==> config.mk <==
export PLATFORM = sky130hd
export DESIGN_NAME = phase_sequence_monitor
export DESIGN_NICKNAME = d
export VERILOG_FILES = /design/src/rtl/phase_sequence_monitor.sv
export SDC_FILE = /design/constraint.sdc
export NUM_CORES = 1
export LEC_CHECK = 0
export ABC_AREA = 1
export CORE_MARGIN = 10
export CORE_UTILIZATION = 52
export CTS_CLUSTER_SIZE = 16
export DETAILED_ROUTE_END_ITERATION = 8
export GPL_ROUTABILITY_DRIVEN = 0
export GPL_TIMING_DRIVEN = 0
export PLACE_DENSITY_LB_ADDON = 0.05
export SYNTH_ARGS = -nofsm -noshare
export SYNTH_HDL_FRONTEND = slang
export SYNTH_SLANG_ARGS = --single-unit
==> constraint.sdc <==
create_clock -name i_clk -period 1.95 [get_ports i_clk]
set_input_delay 0.4875 -clock i_clk [delete_from_list [all_inputs] [get_ports i_clk]]
set_output_delay 0.4875 -clock i_clk [all_outputs]
set_load 0.05 [all_outputs]
==> src/rtl/phase_sequence_monitor.sv <==
// Phase sequence monitor: checks that a 3-bit mod-8 phase advances by one each clock and locks onto it.
// While locked it drives slot strobes and a frame-start pulse, and keeps saturating lap and error counts.
module phase_sequence_monitor #(
  parameter int LOCK_COUNT = 4,
  parameter int ERR_LIMIT  = 3,
  parameter int WRAP_W     = 8
) (
  input  logic              i_clk,
  input  logic              i_reset,
  input  logic [2:0]        i_state_in,
  input  logic              i_clear_stats,
  output logic              o_locked,
  output logic              o_seq_err,
  output logic              o_frame_start,
  output logic [7:0]        o_slot_onehot,
  output logic [WRAP_W-1:0] o_wrap_count,
  output logic [7:0]        o_err_count
);

  typedef enum logic [1:0] {
    SEARCH = 2'd0,
    VERIFY = 2'd1,
    LOCKED = 2'd2,
    SLIP   = 2'd3
  } state_t;

  localparam int RUN_W  = $clog2(LOCK_COUNT + 1);
  localparam int MISS_W = $clog2(ERR_LIMIT + 1);
  localparam logic [RUN_W-1:0]  RUN_LAST  = RUN_W'(LOCK_COUNT - 1);
  localparam logic [MISS_W-1:0] MISS_LAST = MISS_W'(ERR_LIMIT - 1);
  localparam logic [WRAP_W-1:0] WRAP_MAX  = {WRAP_W{1'b1}};

  state_t              r_state;
  logic [2:0]          r_prev;
  logic                r_prev_valid;
  logic [RUN_W-1:0]    r_run;
  logic [MISS_W-1:0]   r_miss;

  logic [2:0]          w_next_phase;
  logic                w_match;
  logic                w_in_lock;
  logic                w_lock_hit;
  logic                w_bad;
  logic                w_wrap;

  assign w_next_phase = r_prev + 3'd1;
  assign w_match      = r_prev_valid & (i_state_in == w_next_phase);
  assign w_in_lock    = (r_state == LOCKED) | (r_state == SLIP);
  // Strobes key off the state held during the sample, so the entry cycle into LOCKED stays quiet.
  assign w_lock_hit   = (r_state == LOCKED) & w_match;
  assign w_bad        = w_in_lock & ~w_match;
  assign w_wrap       = w_lock_hit & (r_prev == 3'd7);

  // Lock FSM, phase history, registered strobes and statistics counters.
  always_ff @(posedge i_clk) begin
    if (i_reset) begin
      r_state       <= SEARCH;
      r_prev        <= 3'd0;
      r_prev_valid  <= 1'b0;
      r_run         <= '0;
      r_miss        <= '0;
      o_locked      <= 1'b0;
      o_seq_err     <= 1'b0;
      o_frame_start <= 1'b0;
      o_slot_onehot <= 8'd0;
      o_wrap_count  <= '0;
      o_err_count   <= 8'd0;
    end else begin
      r_prev        <= i_state_in;
      r_prev_valid  <= 1'b1;
      o_seq_err     <= w_bad;
      o_frame_start <= w_lock_hit & (i_state_in == 3'd0);
      o_slot_onehot <= w_lock_hit ? (8'd1 << i_state_in) : 8'd0;

      if (i_clear_stats) begin
        o_wrap_count <= '0;
        o_err_count  <= 8'd0;
      end else begin
        if (w_wrap && (o_wrap_count != WRAP_MAX)) o_wrap_count <= o_wrap_count + 1'b1;
        if (w_bad && (o_err_count != 8'hFF))      o_err_count  <= o_err_count + 8'd1;
      end

      case (r_state)
        SEARCH: begin
          if (w_match) begin
            if (LOCK_COUNT == 1) begin
              r_state  <= LOCKED;
              r_run    <= '0;
              o_locked <= 1'b1;
            end else begin
              r_state  <= VERIFY;
              r_run    <= RUN_W'(1);
              o_locked <= 1'b0;
            end
          end else begin
            o_locked <= 1'b0;
          end
        end
        VERIFY: begin
          if (w_match && (r_run == RUN_LAST)) begin
            r_state  <= LOCKED;
            r_run    <= '0;
            o_locked <= 1'b1;
          end else if (w_match) begin
            r_run    <= r_run + 1'b1;
            o_locked <= 1'b0;
          end else begin
            r_state  <= SEARCH;
            r_run    <= '0;
            o_locked <= 1'b0;
          end
        end
        LOCKED: begin
          if (w_match) begin
            o_locked <= 1'b1;
          end else if (ERR_LIMIT == 1) begin
            r_state  <= SEARCH;
            r_run    <= '0;
            r_miss   <= '0;
            o_locked <= 1'b0;
          end else begin
            r_state  <= SLIP;
            r_miss   <= MISS_W'(1);
            o_locked <= 1'b1;
          end
        end
        SLIP: begin
          if (w_match) begin
            r_state  <= LOCKED;
            r_miss   <= '0;
            o_locked <= 1'b1;
          end else if (r_miss == MISS_LAST) begin
            r_state  <= SEARCH;
            r_miss   <= '0;
            r_run    <= '0;
            o_locked <= 1'b0;
          end else begin
            r_miss   <= r_miss + 1'b1;
            o_locked <= 1'b1;
          end
        end
        default: begin
          r_state  <= SEARCH;
          r_run    <= '0;
          r_miss   <= '0;
          o_locked <= 1'b0;
        end
      endcase
    end
  end

endmodule

* Word level (Yosys, flattened, before mapping)
Index checks and enable logic that the tools add are counted.
** Word-level totals
- Register bits after elaboration :: 38
- Output and inout port bits :: 27
- Bits of input ports :: 6
** Operators by class
- Reductions and logical operators :: 12
- Bitwise operators :: 8
- Muxes and demuxes :: 22
- $add $sub $neg :: 5
- Equal/unequal tests :: 15
- Shift-type cells :: 1
** Operators by type and width (count)
- $mux W2 :: 9
- $add A8 B1 Y8 const B :: 2
- $ne A8 B8 Y1 const B :: 2
- $mux W3 :: 5
- $pmux W3 S3 :: 1
- $pmux W2 S4 :: 1
- $reduce_and A4 Y1 :: 2
- $shl A1 B3 Y8 const A :: 1
- $add A3 B1 Y3 const B :: 2
- $eq A2 B2 Y1 const B :: 3
- $ne A2 B2 Y1 const B :: 3
- $and A1 B1 Y1 :: 5
- $mux W1 :: 4
- $pmux W1 S4 :: 1
- $pmux W2 S2 :: 1
- $reduce_or A2 Y1 :: 2
- $eq A3 B2 Y1 const B :: 1
- $eq A3 B3 Y1 :: 1
- $eq A3 B3 Y1 const B :: 1
- $logic_and A1 B1 Y1 :: 3
- $logic_not A3 Y1 :: 1
- $ne A3 B2 Y1 const B :: 1
- $ne A3 B3 Y1 const B :: 1
- $reduce_bool A3 Y1 :: 1
- other kinds (8) :: 9

* Depth between registers and ports, before layout
Gate-level depths: netlist of run 1.
- Depth after elaboration :: 6
- Gate-level depth with buffers :: 12
- Depth with buffers taken out :: 12

* Least setup slack after synthesis of run 1
No wires, ideal clock.
- Path type :: flip-flop to flip-flop
- Start :: reg o_err_count[0]
- End :: reg o_err_count[6]
- Slack :: -3 ps
- Cell stages (with the launch flop) :: 10
- Path buffers :: 0
- Clock period less this slack :: 1953 ps
- Setup time :: 70 ps
- Data arrival time :: 1883 ps
- Cell sequence :: dfxtp_1 ha_1 nand2_1 inv_1 nand3_1 nor2_1 nand2_1 nand2_8 nand2_2 a21oi_2
** Between the ends
- Cells in the longest elaborated chain, start to end :: 2
** RTL lines
- start, declared :: RTL line 17 : output logic [7:0] o_err_count
- start signal, assigned :: RTL line 80 : if (w_bad && (o_err_count != 8'hFF)) o_err_count <= o_err_count + 8'd1;
- branches (longest 2 deep; another with $add A8 B1 Y8)
Several ways; the timed one is not identified.
A chain may end at the register's enable or synchronous reset.

* Worst setup path after layout of run 1
- Start :: reg o_seq_err
- End :: out o_seq_err
** RTL lines
- start, declared :: RTL line 13 : output logic o_seq_err,
- start signal, assigned :: RTL line 71 : o_seq_err <= w_bad;
No word-level cell between the ends.

==> results of run 1 <==
[per-layer routing]
metal / global-route usage (%) / vias up / routed length [um]
met2: 19.7 / 33 / 1790
met3: 4.12 / 10 / 230
met5: 0 / - / 0
met4: 6.51 / 0 / 73
li1: - / 874 / -
met1: 15.6 / 715 / 1850
[metrics by stage]
step           hold slack, ns  std cells  setup TNS (ns)  total power, W  cell area (um^2)
6_report                0.464        332               0         0.00173              2430
5_1_grt                 0.477        332         -0.0151         0.00180              2430
4_1_cts                 0.467        330               0         0.00175              2390
3_5_place_dp            0.461        322           -6.48        0.000948              2270
3_3_place_gp            0.450        322           -5.26        0.000945              2270
2_1_floorplan           0.441        245               0        0.000915              1900
[placed cells by master, fill, tap and decap left out, types with 8 or more instances in the layout]
master / instances
clkdlybuf4s50_1: 13
a21oi_2: 8
nand3_1: 23
nand2_1: 46
nand2_2: 11
a21oi_1: 12
nor2_1: 27
dfxtp_1: 37
inv_1: 25
dlygate4sd2_1: 16
nor3_1: 10
[flip-flops by register name (all words and copies together), names as in the netlist]
name and count:
o_err_count 8, o_frame_start 1, o_locked 1, o_seq_err 1, o_slot_onehot 8, o_wrap_count 8
r_miss 2, r_prev 3, r_prev_valid 1, r_run 3, r_state 2
[worst max path at each step]
| stage | end | slack, ns | startpoint |
|---|---|---|---|
| after floorplan | o_err_count[6]$_SDFFE_PP0P_ | 0.0003 | o_err_count[1]$_SDFFE_PP0P_ |
| after global placement | o_wrap_count[5]$_SDFFE_PP0P_ | -0.23 | i_state_in[1] |
| after detailed placement | o_wrap_count[5]$_SDFFE_PP0P_ | -0.27 | i_state_in[1] |
| after CTS | o_wrap_count[6]$_SDFFE_PP0P_ | 0.04 | i_state_in[1] |
| after global routing | o_wrap_count[7]$_SDFFE_PP0P_ | -0.006 | r_prev[0]$_SDFF_PP0_ |
| final | o_seq_err | 0.06 | o_seq_err$_SDFF_PP0_ |
[cell type report]
type | instances | area [um^2]
Timing Repair Buffer | 32 | 303
Multi-Input combinational cell | 177 | 1050
Sequential cell | 38 | 762
Tap cell | 46 | 57.6
Buffer | 3 | 12.5
Clock inverter | 3 | 68.8
Fill cell | 286 | 1010
Inverter | 28 | 110
Clock buffer | 5 | 68.8
[power groups by stage]
stage / clock, W / combinational, W / sequential, W
2_1_floorplan: 0 / 0.000100 / 0.000814
3_3_place_gp: 0 / 0.000127 / 0.000818
3_5_place_dp: 0 / 0.000130 / 0.000818
4_1_cts: 0.000817 / 0.000131 / 0.000800
5_1_grt: 0.000845 / 0.000155 / 0.000801
6_report: 0.000798 / 0.000135 / 0.000799
[cell families (layout without fill, tap and decap cells)]
| logic type | Yosys count | in the layout | share of synthesized area, % |
|---|---|---|---|
| adder cells (fa/ha/maj) | 6 | 6 | 3.95 |
| flip-flops | 38 | 38 | 40.0 |
| XOR/XNOR | 7 | 7 | 3.23 |
| buffers and inverters | 31 | 71 | 6.45 |
| AO/OA/AOI/OAI | 24 | 24 | 7.90 |
| AND/OR/NAND/NOR | 139 | 140 | 38.4 |
[repair_timing]
action | in CTS | in global routing
setup endpoints to repair | 16 | 29
resized for setup | 16 | 7
gates cloned | 0 | 1
hold endpoints to repair | 0 | 0
pin swaps | 0 | 2
setup buffers | 0 | 1
==> metrics.md, run 1 <==
| Metric | Value |
|---|---|
| Area Growth Syn to Fin | `27.9%` |
| Via density | `4.92` |
| Top achievable clock speed | `528 MHz` |
| Total gr overflow | `0` |
| Share of layout cells above drive strength 1 | `17.5%` |
| DRC | `0` |
| Post-synth top area share | `40.0%` |
| Peak VDD IR | `0.622 mV` |
| Fin util | `70.6%` |
| Initial drt markers | `86` |
| Fin. Hold Viols | `0` |
| Primary FF master, synth | `dfxtp_1` |
| Switching share of power | `22.3%` |
| Synth Cell Area | `0.00190 mm^2` |
| Drt total wl | `3950 um` |
| Total core area | `0.00344 mm^2` |
| Initial core utilization | `55.2%` |
| Worst-margin pin slew | `0.611 ns` |
| Ys Warns | `0` |
| Min-Delay Endpoint | `r_run[2]$_SDFFE_PP0P_` |
| Capturing point of the worst reg2reg path | `o_wrap_count[5]$_SDFFE_PP0P_` |
| # setup viols final | `0` |
| Vias | `1632` |
| Aggregate global-route resource usage | `12.8%` |
| Post-synthesis cell type count | `28` |
| H-tree Lvls | `2` |
| CP endpoint kind | `primary output` |
| Synth Area per Inst | `7.76 um^2` |
| CP arrival | `1.41 ns` |
| Max transition margin | `59.2%` |
| Die Span Y | `80.5 um` |
| Flop2flop setup slack | `0.12 ns` |
| Count leader, synth | `nand2_1` |
| Syn nets | `257` |
| Fin crit share | `97.1%` |
| Worst path bufs/invs | `1` |
| Synthesized flop and latch total | `38` |
| Diodes inserted | `0` |
| Vias in the first global route | `1513` |
| P_sw | `0.000385 W` |
| Cells after Synth | `245` |
| Comb power frac | `7.8%` |
| Clk root buf | `clkbuf_8` |
| CP required | `1.46 ns` |
| Worst hold path depth | `2` |
| Critical path class | `reg -> out` |
| Asr flop ratio synth | `0%` |
| Max-Cap Viols | `0` |
| Boundary pin count | `33` |
| CTS sink cnt | `38` |
| Hold crit path type | `reg -> reg` |
| Biggest area consumer among synthesized cells | `dfxtp_1` |
| Cell Rows | `21` |
| Avg WL per Cell | `11.9 um` |
| Reg clk slew, reported paths | `0.07 ns` |
| R2r worst-path depth | `10` |
| Antenna Violating Nets Remaining | `0` |
| RR Startpoint | `r_prev[0]$_SDFF_PP0_` |
| Initial antenna violation count | `0` |
| CP max-delay cell | `clkdlybuf4s50_1` |
| Crit-path cells | `clkdlybuf4s50_1` |
| Slew Viols, Final | `0` |
| PortBufs | `31` |
| Largest net degree at the start of global routing | `14` |
| Drt pass-1 iters | `4` |
| Clock power frac | `46.1%` |
| Die area | `0.00647 mm^2` |
| Final worst slack | `0.0572 ns` |
| Die X | `80.5 um` |
| Post-synthesis sequential area ratio | `40.0%` |
| Flop pwr share | `46.2%` |
| Crit path time final | `1.89 ns` |
| Top post-synthesis cells by area | `dfxtp_1 (40%), nand2_1 (9.5%), nand3_1 (6.6%)` |
| HPWL after DPL | `2850 um` |
| Pleak | `1.11 nW` |
| Global-route wire length before repair | `6740 um` |
| Power per cell area | `712 mW/mm^2` |
| Startpoint Class | `register` |
| Delay-heaviest family, CP | `buffers and inverters` |
| Maximum fanout along the worst path | `1` |
| Pre-CTS setup slack | `-0.272 ns` |
| Status | `completed` |
| Internal Pwr Total | `0.00135 W` |
| Total CTS buffers | `5` |
| Clock Skews | `0.00824 ns` |
| Most frequent cells after synthesis | `nand2_1 (48), dfxtp_1 (38), nor2_1 (27)` |
| Post-synth EDFFs | `0` |
| Worst path depth | `1` |
| Post-CTS Hold Fix Bufs | `0` |
| Total Nets Final | `297` |
| CP peak stage delay | `0.80 ns` |
| Clk buf depth | `2` |
| CTS tree | `yes` |
| Hold Path Origin | `r_run[2]$_SDFFE_PP0P_` |
| Skew-Pair Late Insertion Delay | `0.29 ns` |
No activity file was read; power rests on OpenSTA's default activity.
==> run 2, diff against run 1 <==
--- a/config.mk
+++ b/config.mk
@@ -11,7 +11,7 @@
 export CTS_CLUSTER_SIZE = 16
 export DETAILED_ROUTE_END_ITERATION = 8
 export GPL_ROUTABILITY_DRIVEN = 0
-export GPL_TIMING_DRIVEN = 0
+export GPL_TIMING_DRIVEN = 1
 export PLACE_DENSITY_LB_ADDON = 0.05
 export SYNTH_ARGS = -nofsm -noshare
 export SYNTH_HDL_FRONTEND = slang
==> metrics.md, run 2 (synthesis results as in run 1) <==
| Metric | Value |
|---|---|
| Tot Pwr | `0.00151 W` |
| CTS tree | `yes` |
| Fin. Hold Viols | `0` |
| Status | `completed` |
| Largest net degree at the start of global routing | `13` |
| Die X | `80.5 um` |
| Clk root buf | `clkbuf_8` |
| Avg WL per Cell | `11.4 um` |
| RSZ-0062 raised after global routing | `no` |
| Clk buf depth | `2` |
| Crit path time final | `1.88 ns` |
| Via density | `4.99` |
| Crit-path cells | `clkdlybuf4s50_1` |
| Startpoint Class | `register` |
| Worst hold path depth | `2` |
| Die area | `0.00647 mm^2` |
| Cell Rows | `21` |
| Worst path bufs/invs | `1` |
| Reg clk slew, reported paths | `0.07 ns` |
| Peak VDD IR | `0.598 mV` |
| CP endpoint kind | `primary output` |
| Pleak | `1.06 nW` |
| Maximum fanout along the worst path | `1` |
| Final worst slack | `0.0727 ns` |
| Commonest non-fill, non-tap cells in the layout | `nand2_1 (47), dfxtp_1 (37), buf_4 (30), nor2_1 (27)` |
| Crit path launch | `o_slot_onehot[2]$_SDFF_PP0_` |
| Drt total wl | `3860 um` |
| # setup viols final | `0` |
| H-tree Lvls | `2` |
| Skew-Pair Late Insertion Delay | `0.29 ns` |
| Multi-input logic area | `0.00104 mm^2` |
| PortBufs | `32` |
| Power per cell area | `626 mW/mm^2` |
| HPWL after DPL | `2910 um` |
| Total Nets Final | `303` |
| Fin crit share | `96.3%` |
| Layout filler cell count | `293` |
| Placed insts | `329` |
| R2r worst-path depth | `11` |
| CP required | `1.46 ns` |
| Area Growth Syn to Fin | `26.5%` |
| Initial core utilization | `55.2%` |
| Clock Skews | `0.00669 ns` |
| Delay-heaviest family, CP | `buffers and inverters` |
| Antenna Violating Nets Remaining | `0` |
| CP peak stage delay | `0.79 ns` |
| Hold Path Origin | `r_run[2]$_SDFFE_PP0P_` |
| CTS sink cnt | `38` |
| Die Span Y | `80.5 um` |
| Global-route wire length before repair | `6580 um` |
| Top flop regs | `o_err_count x8, o_slot_onehot x8, o_wrap_count x8` |
| Max transition margin | `66.8%` |
| CP arrival | `1.39 ns` |
| Worst-margin pin slew | `0.497 ns` |
| Worst path depth | `1` |
| Max-Cap Viols | `0` |
| CP max-delay cell | `clkdlybuf4s50_1` |
| Drt pass-1 iters | `4` |
| DRC | `0` |
| Commonest non-fill, non-tap cell in the layout | `nand2_1` |
| Critical path class | `reg -> out` |
| Post-route insts no fill | `338` |
| Reg area | `762 um^2` |
| Pre-CTS setup slack | `-0.0696 ns` |
| Top achievable clock speed | `533 MHz` |
| Vias in the first global route | `1453` |
| Vias | `1685` |
| Share of layout cells above drive strength 1 | `25.7%` |
| Hold crit path type | `reg -> reg` |
| Fin util | `69.8%` |
| Total core area | `0.00344 mm^2` |
| Slew Viols, Final | `0` |
| RR Startpoint | `r_prev[0]$_SDFF_PP0_` |
| Diodes inserted | `0` |
| Aggregate global-route resource usage | `12.3%` |
| Initial antenna violation count | `0` |
| Boundary pin count | `33` |
| Initial drt markers | `72` |
| Total gr overflow | `0` |
| Total CTS buffers | `5` |
-- run 2: changes by cell type in the layout (fill, tap and decap cells not counted), moves of 2 or more --
cell             change
clkdlybuf4s50_1      -2
bufinv_16            -2
dlymetal6s2s_1       -2
dlygate4sd2_1       -16
buf_4               +29
nand3_2              -2
nand3_1              +2
clkbuf_1             -2
-- run 2: path summary, 6_finish.rpt --
check / endpoint / slack [ns]
setup / recovery: o_slot_onehot[2] / 0.07
hold reg to reg: r_run[2]$_SDFFE_PP0P_ / 0.46
hold / removal: r_run[2]$_SDFFE_PP0P_ / 0.46
setup reg to reg: o_wrap_count[2]$_SDFFE_PP0P_ / 0.15
-- run 2: per-stage QoR --
stage / hold slack [ns] / instance area [um^2] / TNS [ns]
finish: 0.465 / 2400 / 0
floorplan: 0.441 / 1900 / 0
global placement: 0.452 / 2280 / -0.113
global route: 0.505 / 2400 / 0
CTS: 0.469 / 2380 / 0
detailed placement: 0.459 / 2280 / -0.554
-- run 2: tightest hold or removal path, stage by stage (launching register included) --
cell	delay, ns
dfxtp_1	0.31
nand2_1	0.06
a21oi_1	0.05
-- run 2: power breakdown --
| part | switching (W) | leakage (nW) | internal (W) | total (W) |
|---|---|---|---|---|
| clock network | 0.000280 | 0.0472 | 0.000284 | 0.000564 |
| registers | 0.0000117 | 0.308 | 0.000788 | 0.000800 |
| logic | 0.0000873 | 0.704 | 0.0000549 | 0.000142 |
| total | 0.000379 | 1.06 | 0.00113 | 0.00151 |
-- run 2: per-layer routing --
layer	share of wire, %	global-route usage [%]	wire length [um]
met3	8.2	4.57	315
met2	44	18.9	1710
met1	46	15.2	1780
met5	0	0	0
met4	1.2	4.75	48
-- run 2: final cells by class --
type                    count  share of cell area [%]
clock inverters             2                   0.521
multi-input cells         177                    43.4
flip-flops and latches     38                    31.7
well taps                  46                    2.39
inverters                  28                    4.58
repair buffers             41                    14.0
clock buffers               6                    3.44
-- run 2: what timing repair did --
action | 4_1_cts | 5_1_grt
setup buffers | 0 | 0
resized for setup | 0 | 3
endpoints found under the setup margin | 0 | 22
hold buffers | 0 | 0
==> run 3, diff against run 2 <==
--- a/config.mk
+++ b/config.mk
@@ -7,11 +7,13 @@
 export LEC_CHECK = 0
 export ABC_AREA = 1
 export CORE_MARGIN = 10
-export CORE_UTILIZATION = 52
+export CORE_UTILIZATION = 60
 export CTS_CLUSTER_SIZE = 16
 export DETAILED_ROUTE_END_ITERATION = 8
+export DONT_BUFFER_PORTS = 1
 export GPL_ROUTABILITY_DRIVEN = 0
 export GPL_TIMING_DRIVEN = 1
+export MAX_ROUTING_LAYER = met4
 export PLACE_DENSITY_LB_ADDON = 0.05
 export SYNTH_ARGS = -nofsm -noshare
 export SYNTH_HDL_FRONTEND = slang
==> metrics.md, run 3 (synthesis results as in run 1) <==
| Metric | Value |
|---|---|
| Status | `completed` |
| Global-route wire length before repair | `6340 um` |
| CTS sink cnt | `38` |
| Clk buf depth | `2` |
| Max-Cap Viols | `0` |
| Setup TNS | `0 ns` |
| Die Span Y | `76.3 um` |
| Avg WL per Cell | `11.8 um` |
| Boundary pin count | `33` |
| CP endpoint kind | `register` |
| CTS tree | `yes` |
| Pleak | `0.941 nW` |
| Drt total wl | `3660 um` |
| Drt pass-1 iters | `4` |
| Maximum fanout along the worst path | `6` |
| Crit path time final | `1.77 ns` |
| Commonest non-fill, non-tap cells in the layout | `nand2_1 (47), dfxtp_1 (36), nor2_1 (27), inv_1 (25), nand3_1 (24)` |
| Vias | `1597` |
| CP arrival | `2.04 ns` |
| Peak VDD IR | `0.331 mV` |
| Worst-margin pin slew | `0.512 ns` |
| Fin. Hold Viols | `0` |
| Slew Viols, Final | `0` |
| Clk root buf | `clkbuf_4` |
| RSZ-0062 raised after global routing | `no` |
| Cell Rows | `20` |
| Largest net degree at the start of global routing | `14` |
| Total Nets Final | `278` |
| Layout filler cell count | `287` |
| Initial drt markers | `85` |
| # setup viols final | `0` |
| HPWL after DPL | `2760 um` |
| Power per cell area | `670 mW/mm^2` |
| Die area | `0.00582 mm^2` |
| Antenna Violating Nets Remaining | `0` |
| PortBufs | `0` |
| Aggregate global-route resource usage | `13.1%` |
| H-tree Lvls | `2` |
| Initial antenna violation count | `0` |
| Clock Skews | `0.00385 ns` |
| Critical path class | `reg -> reg` |
| Total gr overflow | `0` |
| Diodes inserted | `0` |
| Setup Buffers After CTS | `0` |
| DRC | `0` |
| Area Growth Syn to Fin | `14.0%` |
| Multi-input logic area | `0.00104 mm^2` |
| Max transition margin | `65.9%` |
| Skew-Pair Late Insertion Delay | `0.34 ns` |
| Vias in the first global route | `1478` |
| Share of layout cells above drive strength 1 | `23.2%` |
| Total core area | `0.00305 mm^2` |
| Via density | `5.14` |
| Commonest non-fill, non-tap cell in the layout | `nand2_1` |
| Initial core utilization | `62.3%` |
| Top flop regs | `o_err_count x8, o_slot_onehot x8, o_wrap_count x8` |
| Hold crit path type | `in -> reg` |
| CP required | `2.23 ns` |
| Reg area | `763 um^2` |
| Tot Pwr | `0.00145 W` |
| Die X | `76.3 um` |
| Startpoint Class | `register` |
| Total CTS buffers | `5` |
| Fin crit share | `90.6%` |
| Top achievable clock speed | `566 MHz` |
| Reg clk slew, reported paths | `0.12 ns` |
run 3: what timing repair did:
action,in CTS,in global routing
setup endpoints to repair,0,11
gates resized for setup,0,3
hold buffers,0,0
run 3: worst paths after layout:
kind | start | endpoint | slack, ns | cells after the start
worst max-delay path | r_prev[0]$_SDFF_PP0_ | o_wrap_count[4]$_SDFFE_PP0P_ | 0.18 | 10
worst min-delay path | i_reset | r_prev[0]$_SDFF_PP0_ | 0.19 | 1
worst max register to register | r_prev[0]$_SDFF_PP0_ | o_wrap_count[4]$_SDFFE_PP0P_ | 0.18 | 10
worst min register to register | r_run[2]$_SDFFE_PP0P_ | r_run[2]$_SDFFE_PP0P_ | 0.47 | 2
run 3: power breakdown:
| group | switching [W] | internal, W |
|---|---|---|
| clock | 0.000271 | 0.000269 |
| combinational | 0.0000771 | 0.0000351 |
| sequential | 0.0000120 | 0.000789 |
run 3: critical path, cell delays in order (launching register included):
cell and delay, ns:
dfxtp_2 0.35, ha_1 0.19, ha_1 0.30, inv_1 0.06, nand2_1 0.06, nand2_2 0.08
nor2_8 0.12, nand3_4 0.16, nor2_4 0.17, nand3_1 0.07, a21oi_1 0.14
run 3: area by class of cell:
class	instances	share of cell area [%]
Clock buffer	5	1.73
Clock inverter	3	2.08
Inverter	28	5.08
Multi-Input combinational cell	177	47.8
Sequential cell	38	35.2
Tap cell	44	2.54
Timing Repair Buffer	16	5.54
run 3: routing by layer:
metal	vias up	global-route usage, %	routed length, um
met5	-	-	0
met4	0	4.09	46
met3	7	5.90	277
met2	32	20.7	1640
met1	725	14.6	1690
li1	833	-	-
run 3: per-stage QoR:
stage	worst slack, ns	hold slack, ns	utilization [%]	instances	instance area (um^2)
after floorplan	0.000317	0.441	-	245	1900
after global placement	0.162	0.446	67.6	302	2060
after detailed placement	0.131	0.457	67.6	302	2060
after CTS	0.112	0.182	70.3	310	2150
after global routing	0.00654	0.156	71.0	311	2170
final	0.183	0.191	71.0	311	2170
